<file path="src/rtl/afifo_axis_packetizer_if.sv">
// FIFO read port and AXI-Stream master bundle for the capture-path packetizer.
// The master side is the packetizer; the slave side is the FIFO plus DMA sink.
interface afifo_axis_packetizer_if;
    logic [7:0]  fifo_dout;
    logic        fifo_empty;
    logic [9:0]  fifo_rd_data_count;
    logic        fifo_rd_en;
    logic [15:0] m_axis_tdata;
    logic        m_axis_tvalid;
    logic        m_axis_tready;
    logic        m_axis_tlast;

    modport master (
        input  fifo_dout,
        input  fifo_empty,
        input  fifo_rd_data_count,
        input  m_axis_tready,
        output fifo_rd_en,
        output m_axis_tdata,
        output m_axis_tvalid,
        output m_axis_tlast
    );

    modport slave (
        output fifo_dout,
        output fifo_empty,
        output fifo_rd_data_count,
        output m_axis_tready,
        input  fifo_rd_en,
        input  m_axis_tdata,
        input  m_axis_tvalid,
        input  m_axis_tlast
    );
endinterface

</file>
<file path="src/rtl/afifo_axis_packetizer.sv">
// Read-side packetizer: waits for a full packet in the async FIFO, reads it out,
// packs byte pairs into 16-bit AXIS words and tags the final word with tlast.
module afifo_axis_packetizer #(
    parameter int PKT_BYTES = 256
) (
    input  logic                    rd_clk,
    input  logic                    rst_n,
    input  logic                    enable,
    afifo_axis_packetizer_if.master bus,
    output logic [15:0]             pkt_count,
    output logic                    busy
);

    typedef enum logic [1:0] {IDLE, STREAM, DRAIN} state_t;

    localparam logic [9:0] PKT     = 10'(PKT_BYTES);
    localparam logic [9:0] LAST_RD = 10'(PKT_BYTES - 1);

    state_t      r_state;
    state_t      w_next;
    logic [9:0]  r_rdIssued;
    logic [9:0]  r_capCount;
    logic [2:0]  r_credit;
    logic        r_rdValid;
    logic [7:0]  r_hi;
    logic [15:0] r_data0;
    logic [15:0] r_data1;
    logic        r_last0;
    logic        r_last1;
    logic [1:0]  r_wordCount;

    logic        w_rdEn;
    logic        w_start;
    logic        w_pop;
    logic        w_push;
    logic        w_pushLast;
    logic        w_pktDone;
    logic [15:0] w_word;

    // Credit caps bytes in flight plus buffered at 4, so the 2-word buffer never overflows
    assign w_rdEn     = (r_state == STREAM) && (r_rdIssued < PKT) &&
                        !bus.fifo_empty && (r_credit < 3'd4);
    assign w_start    = (r_state == IDLE) && enable && (bus.fifo_rd_data_count >= PKT);
    assign w_pop      = (r_wordCount != 2'd0) && bus.m_axis_tready;
    assign w_push     = r_rdValid && r_capCount[0];
    assign w_pushLast = (r_capCount == LAST_RD);
    assign w_pktDone  = (r_state == DRAIN) && w_pop && r_last0;
    assign w_word     = {r_hi, bus.fifo_dout};

    assign bus.fifo_rd_en    = w_rdEn;
    assign bus.m_axis_tdata  = r_data0;
    assign bus.m_axis_tvalid = (r_wordCount != 2'd0);
    assign bus.m_axis_tlast  = r_last0 && (r_wordCount != 2'd0);
    assign busy              = (r_state != IDLE);

    always_ff @(posedge rd_clk or negedge rst_n) begin
        if (!rst_n) begin
            r_state <= IDLE;
        end else begin
            r_state <= w_next;
        end
    end

    always_comb begin
        w_next = r_state;
        case (r_state)
            IDLE:    if (w_start) w_next = STREAM;
            STREAM:  if (w_rdEn && (r_rdIssued == LAST_RD)) w_next = DRAIN;
            DRAIN:   if (w_pktDone) w_next = IDLE;
            default: w_next = IDLE;
        endcase
    end

    always_ff @(posedge rd_clk or negedge rst_n) begin
        if (!rst_n) begin
            r_rdIssued <= '0;
            r_capCount <= '0;
            r_credit   <= '0;
            r_rdValid  <= 1'b0;
            r_hi       <= '0;
        end else begin
            r_rdValid <= w_rdEn;
            if (w_start) begin
                r_rdIssued <= '0;
                r_capCount <= '0;
            end else begin
                if (w_rdEn) r_rdIssued <= r_rdIssued + 10'd1;
                if (r_rdValid) r_capCount <= r_capCount + 10'd1;
            end
            if (r_rdValid && !r_capCount[0]) r_hi <= bus.fifo_dout;
            r_credit <= r_credit + {2'b00, w_rdEn} - (w_pop ? 3'd2 : 3'd0);
        end
    end

    // Head entry drives the bus and only changes on a pop or a push into an empty buffer
    always_ff @(posedge rd_clk or negedge rst_n) begin
        if (!rst_n) begin
            r_data0     <= '0;
            r_data1     <= '0;
            r_last0     <= 1'b0;
            r_last1     <= 1'b0;
            r_wordCount <= '0;
        end else begin
            case ({w_push, w_pop})
                2'b10: begin
                    if (r_wordCount == 2'd0) begin
                        r_data0 <= w_word;
                        r_last0 <= w_pushLast;
                    end else begin
                        r_data1 <= w_word;
                        r_last1 <= w_pushLast;
                    end
                    r_wordCount <= r_wordCount + 2'd1;
                end
                2'b01: begin
                    r_data0     <= r_data1;
                    r_last0     <= r_last1;
                    r_wordCount <= r_wordCount - 2'd1;
                end
                2'b11: begin
                    if (r_wordCount == 2'd1) begin
                        r_data0 <= w_word;
                        r_last0 <= w_pushLast;
                    end else begin
                        r_data0 <= r_data1;
                        r_last0 <= r_last1;
                        r_data1 <= w_word;
                        r_last1 <= w_pushLast;
                    end
                end
                default: ;
            endcase
        end
    end

    always_ff @(posedge rd_clk or negedge rst_n) begin
        if (!rst_n) begin
            pkt_count <= '0;
        end else if (w_pktDone) begin
            pkt_count <= pkt_count + 16'd1;
        end
    end

endmodule

</file>
<file path="src/flat_wrapper.sv">
// flat-port wrapper written by rule: the top's interface ports become plain ports
module afifo_axis_packetizer_flat 
#(
    parameter int PKT_BYTES = 256
)
  (rd_clk, rst_n, enable, pkt_count, busy, bus_fifo_dout, bus_fifo_empty, bus_fifo_rd_data_count, bus_m_axis_tready, bus_fifo_rd_en, bus_m_axis_tdata, bus_m_axis_tvalid, bus_m_axis_tlast);
  afifo_axis_packetizer_if bus_i ();
  input  logic rd_clk;
  input  logic rst_n;
  input  logic enable;
  output logic [15:0] pkt_count;
  output logic busy;
  input wire logic [$bits(bus_i.fifo_dout)-1:0] bus_fifo_dout;
  input wire logic [$bits(bus_i.fifo_empty)-1:0] bus_fifo_empty;
  input wire logic [$bits(bus_i.fifo_rd_data_count)-1:0] bus_fifo_rd_data_count;
  input wire logic [$bits(bus_i.m_axis_tready)-1:0] bus_m_axis_tready;
  output wire logic [$bits(bus_i.fifo_rd_en)-1:0] bus_fifo_rd_en;
  output wire logic [$bits(bus_i.m_axis_tdata)-1:0] bus_m_axis_tdata;
  output wire logic [$bits(bus_i.m_axis_tvalid)-1:0] bus_m_axis_tvalid;
  output wire logic [$bits(bus_i.m_axis_tlast)-1:0] bus_m_axis_tlast;
  assign bus_i.fifo_dout = bus_fifo_dout;
  assign bus_i.fifo_empty = bus_fifo_empty;
  assign bus_i.fifo_rd_data_count = bus_fifo_rd_data_count;
  assign bus_i.m_axis_tready = bus_m_axis_tready;
  assign bus_fifo_rd_en = bus_i.fifo_rd_en;
  assign bus_m_axis_tdata = bus_i.m_axis_tdata;
  assign bus_m_axis_tvalid = bus_i.m_axis_tvalid;
  assign bus_m_axis_tlast = bus_i.m_axis_tlast;
  afifo_axis_packetizer #(.PKT_BYTES(PKT_BYTES)) u_core (.rd_clk(rd_clk), .rst_n(rst_n), .enable(enable), .bus(bus_i), .pkt_count(pkt_count), .busy(busy));
endmodule
</file>
<file path="config.mk">
export PLATFORM = sky130hd
export DESIGN_NAME = afifo_axis_packetizer_flat
export DESIGN_NICKNAME = d
export VERILOG_FILES = /design/src/rtl/afifo_axis_packetizer_if.sv /design/src/rtl/afifo_axis_packetizer.sv /design/src/flat_wrapper.sv
export SDC_FILE = /design/constraint.sdc
export NUM_CORES = 1
export LEC_CHECK = 0
export ABC_CLOCK_PERIOD_IN_PS = 2700
export BUFFER_PORTS_ARGS = -buffer_cell sky130_fd_sc_hd__buf_2
export CAP_MARGIN = 20
export CORE_UTILIZATION = 45
export CTS_BUF_LIST = sky130_fd_sc_hd__clkbuf_8
export DETAILED_ROUTE_END_ITERATION = 8
export GPL_ROUTABILITY_DRIVEN = 0
export PLACE_DENSITY = 0.67
export SETUP_SLACK_MARGIN = 0.2
export SLEW_MARGIN = 10
export SYNTH_ARGS = -nofsm -noshare
export SYNTH_HDL_FRONTEND = slang
export SYNTH_SLANG_ARGS = --single-unit
</file>
<file path="constraint.sdc">
create_clock -name rd_clk -period 2.7 [get_ports rd_clk]
set_input_delay 0.135 -clock rd_clk [delete_from_list [all_inputs] [get_ports rd_clk]]
set_output_delay 0.135 -clock rd_clk [all_outputs]
set_load 0.02 [all_outputs]
</file>
==> results.json <==
{
  "run_status": "finished, final reports clean",
  "cp_slowest_cell": "dfrtp_1",
  "synthMuxAreaShare": 0.07538,
  "crit_buf_inv": 3,
  "globalRouteTotalUtil": 0.1698,
  "cts_max_path_buffers": 2,
  "cts_buffers": 9,
  "synth.yosys.seq_area_share": 0.5565,
  "tns_ps": 0,
  "clock_latency_ps": 350,
  "cp_data_required_time_ps": 2940,
  "num_rows": 33,
  "wirelength_mm": 6.896,
  "nFillCells": 740,
  "h-tree-depth": 3,
  "worstRegToRegCells": 9,
  "clock-sinks": 86,
  "grt_pass1_vias": 2605,
  "postSynthNetCount": 368,
  "antenna_cells": 0,
  "min_period_ps": 2065,
  "syn_area_um2": 3867,
  "wl_per_cell_um": 13.85,
  "io_buffers": 50,
  "cap_viol_max_count": 0,
  "tightest_slew_ps": 545.2,
  "slowest_delay_ps": 410,
  "p_comb_frac": 0.315,
  "cts-resized-gates": 0,
  "final_layout_size_suffix_gt1_frac": 0.2672,
  "finalHoldViolations": 0,
  "place_area_um2": 4208,
  "cts-root-buf": "clkbuf_8",
  "fin_crit_sh": 0.7649,
  "grt_max_degree": 87,
  "slew_viol_final": 0,
  "grt_overflow": 0,
  "async_flop_share": 1.000,
  "synth_fa_ha_area_frac": 0.03559,
  "worst_setup_path_start_kind": "register",
  "hp-class": "primary input to register",
  "avgSynthCellArea_um2": 11.58,
  "setup_viol": 0,
  "regToRegSetupSlack_ps": 630,
  "first_pass_iters": 4,
  "path_max_fanout": 18,
  "ys_seq_elements": 86,
  "intPower_mw": 2.912,
  "p_seq_frac": 0.459,
  "cp.arrival_ps": 2300,
  "swShare": 0.3506,
  "synth_cell_type_count": 42,
  "switching_power_mw": 1.573,
  "max_freq_mhz": 484.2,
  "start_util": 0.4683,
  "clkTransAtPathRegs_ps": 90,
  "synth_xor_area_frac": 0.07247,
  "slew_headroom": 0.6366,
  "vdd_drop_max_uv": 390.5,
  "drtAntennaViolNets": 0,
  "timing.rr.start": "u_core.r_wordCount[0]",
  "via_count": 2594,
  "yosys.area.top_type": "dfrtp_1",
  "startpoint": "u_core.r_wordCount[0]",
  "synth_compound_area_frac": 0.07797,
  "yosys.area_share.simple": 0.1495,
  "synth_edf_count": 0,
  "grt_pass1_wl_mm": 11.72,
  "power_density_nw_per_um2": 1004,
  "cp.depth": 9,
  "fp.dieW_um": 94.71,
  "pwr-share-clk": 0.226,
  "cp-end-kind": "register",
  "leakage_nw": 2.129,
  "antenna_found_initial": 0,
  "ys.flop_type": "dfrtp_1",
  "core_region_area_um2": 8258,
  "netlist_instances": 334,
  "synth_area_leaders": "dfrtp_1 (56%), mux2_2 (5.5%), xnor2_1 (4.5%)",
  "path_cells": "inv_1 -> ha_1 -> inv_2 -> nand2_2 -> inv_2 -> ha_1 -> nand2_1 -> nand3_4 -> mux2_1",
  "seq_area_um2": 2152,
  "hpwl_mm": 4.459,
  "nets": 422,
  "yosysTopAreaCellShare": 0.5565,
  "crit_family": "simple AND/OR/NAND/NOR gates",
  "finClkSkew_ps": 13.62,
  "vias_per_cell": 5.209,
  "dr.first_iter.drc_count": 117,
  "die_area_um2": 8969,
  "timing.rr.end": "u_core.r_data1[15]",
  "drc": 0,
  "criticalPathCategory": "register to register",
  "fin_area_um2": 4466,
  "multi_input_area_um2": 1589,
  "io_pins": 59,
  "cts_tree": "built",
  "yosysWarningCount": 0,
  "die_h_um": 94.71,
  "endpoint": "u_core.r_data1[15]",
  "rsz0062_at_grt": "false",
  "area_growth_pct": 15.46,
  "synth_top_family_by_area": "simple AND/OR/NAND/NOR gates"
}
-- registers in the layout (all words and copies together) (netlist names) --
name,flops
u_core.r_rdValid,1
u_core.r_last0,1
u_core.r_rdIssued,10
u_core.r_capCount,10
u_core.r_data1,16
u_core.pkt_count,16
u_core.r_hi,8
u_core.r_state,2
u_core.r_wordCount,2
u_core.bus.m_axis_tdata,16
u_core.r_credit,3
u_core.r_last1,1
-- metrics by stage --
stage,utilization,setup WS (ps),std cells,hold WS (ps),total power [mW]
after global routing,0.5408,456.3,498,22.34,4.832
final,0.5408,634.8,498,32.92,4.485
after detailed placement,0.5095,638.0,480,397.9,3.510
after global placement,0.5095,664.1,480,392.4,3.445
after CTS,0.5371,609.6,496,7.900,4.547
after floorplan,-,698.9,334,-160.6,3.119
-- repair_timing --
item	CTS	global route
hold buffers	0	1
setup buffers	0	0
hold endpoints to repair	0	42
-- how the worst min path moves through the flow --
| stage | from | end | slack [ps] | cells after the start |
|---|---|---|---|---|
| after floorplan | rst_n | u_core.bus.m_axis_tdata[0] | -160 | 0 |
| after global placement | rst_n | u_core.bus.m_axis_tdata[0] | 390 | 1 |
| after detailed placement | rst_n | u_core.bus.m_axis_tdata[8] | 400 | 1 |
| after CTS | rst_n | u_core.bus.m_axis_tdata[8] | 8 | 1 |
| after global routing | bus_fifo_dout[6] | u_core.r_hi[6] | 20 | 2 |
| final | bus_fifo_dout[6] | u_core.r_hi[6] | 30 | 2 |
-- cells by family after synthesis --
logic type      Yosys count
compound gates           48
simple gates            105
buf+inv                  26
mux                      26
flops                    86
fa+ha+maj                11
xor+xnor                 32
-- layer usage --
metal | part of all wire | vias to the layer above | GRT usage
met5 | 0 | - | 0
met4 | 0.012 | 0 | 0.06818
met3 | 0.027 | 8 | 0.03945
met2 | 0.50 | 29 | 0.2872
met1 | 0.46 | 1293 | 0.2090
li1 | - | 1264 | -
-- cells in the mapped netlist (2+ instances only) --
library cell  instances
dfrtp_1              86
nand2_1              29
xnor2_1              20
mux2_2               19
nor2_1               17
a22oi_1              16
nand3_1              14
nand4_1              12
o21ai_0              12
xor2_1               12
ha_1                 11
buf_2                10
o21ai_1              10
inv_1                 9
and3_1                8
mux2_1                6
a21oi_1               5
and4_1                4
nor2b_1               4
inv_2                 3
nand2_2               3
buf_6                 2
nand2b_1              2
or3_1                 2
-- power groups by stage --
stage / Combinational, mW / Sequential (mW) / Clock, mW
finish: 1.41 / 2.06 / 1.02
global route: 1.61 / 2.12 / 1.10
CTS: 1.43 / 2.06 / 1.05
detailed placement: 1.43 / 2.08 / 0
global placement: 1.39 / 2.05 / 0
floorplan: 0.985 / 2.13 / 0
-- cell type report --
class | count | area share
clock buffer | 9 | 0.02774
inverter | 12 | 0.01009
clock inverter | 7 | 0.02326
timing repair buffer | 57 | 0.07173
multi-input combinational | 222 | 0.3558
sequential | 86 | 0.4819
tap | 105 | 0.02942
-- placed cells by master (no fill, tap or decap), types with 6 or more instances in the layout --
cell type,Yosys,routed
ha_1,11,11
inv_1,9,9
o21ai_1,10,10
dfrtp_1,86,86
o21ai_0,12,12
clkbuf_8,0,9
buf_2,10,49
and3_1,8,8
xnor2_1,20,20
nand4_1,12,12
xor2_1,12,12
nor2_1,17,17
buf_4,0,6
nand2_1,29,29
mux2_2,19,19
nand3_1,14,14
mux2_1,6,6
a22oi_1,16,16
No activity file was read; power rests on OpenSTA's default activity.
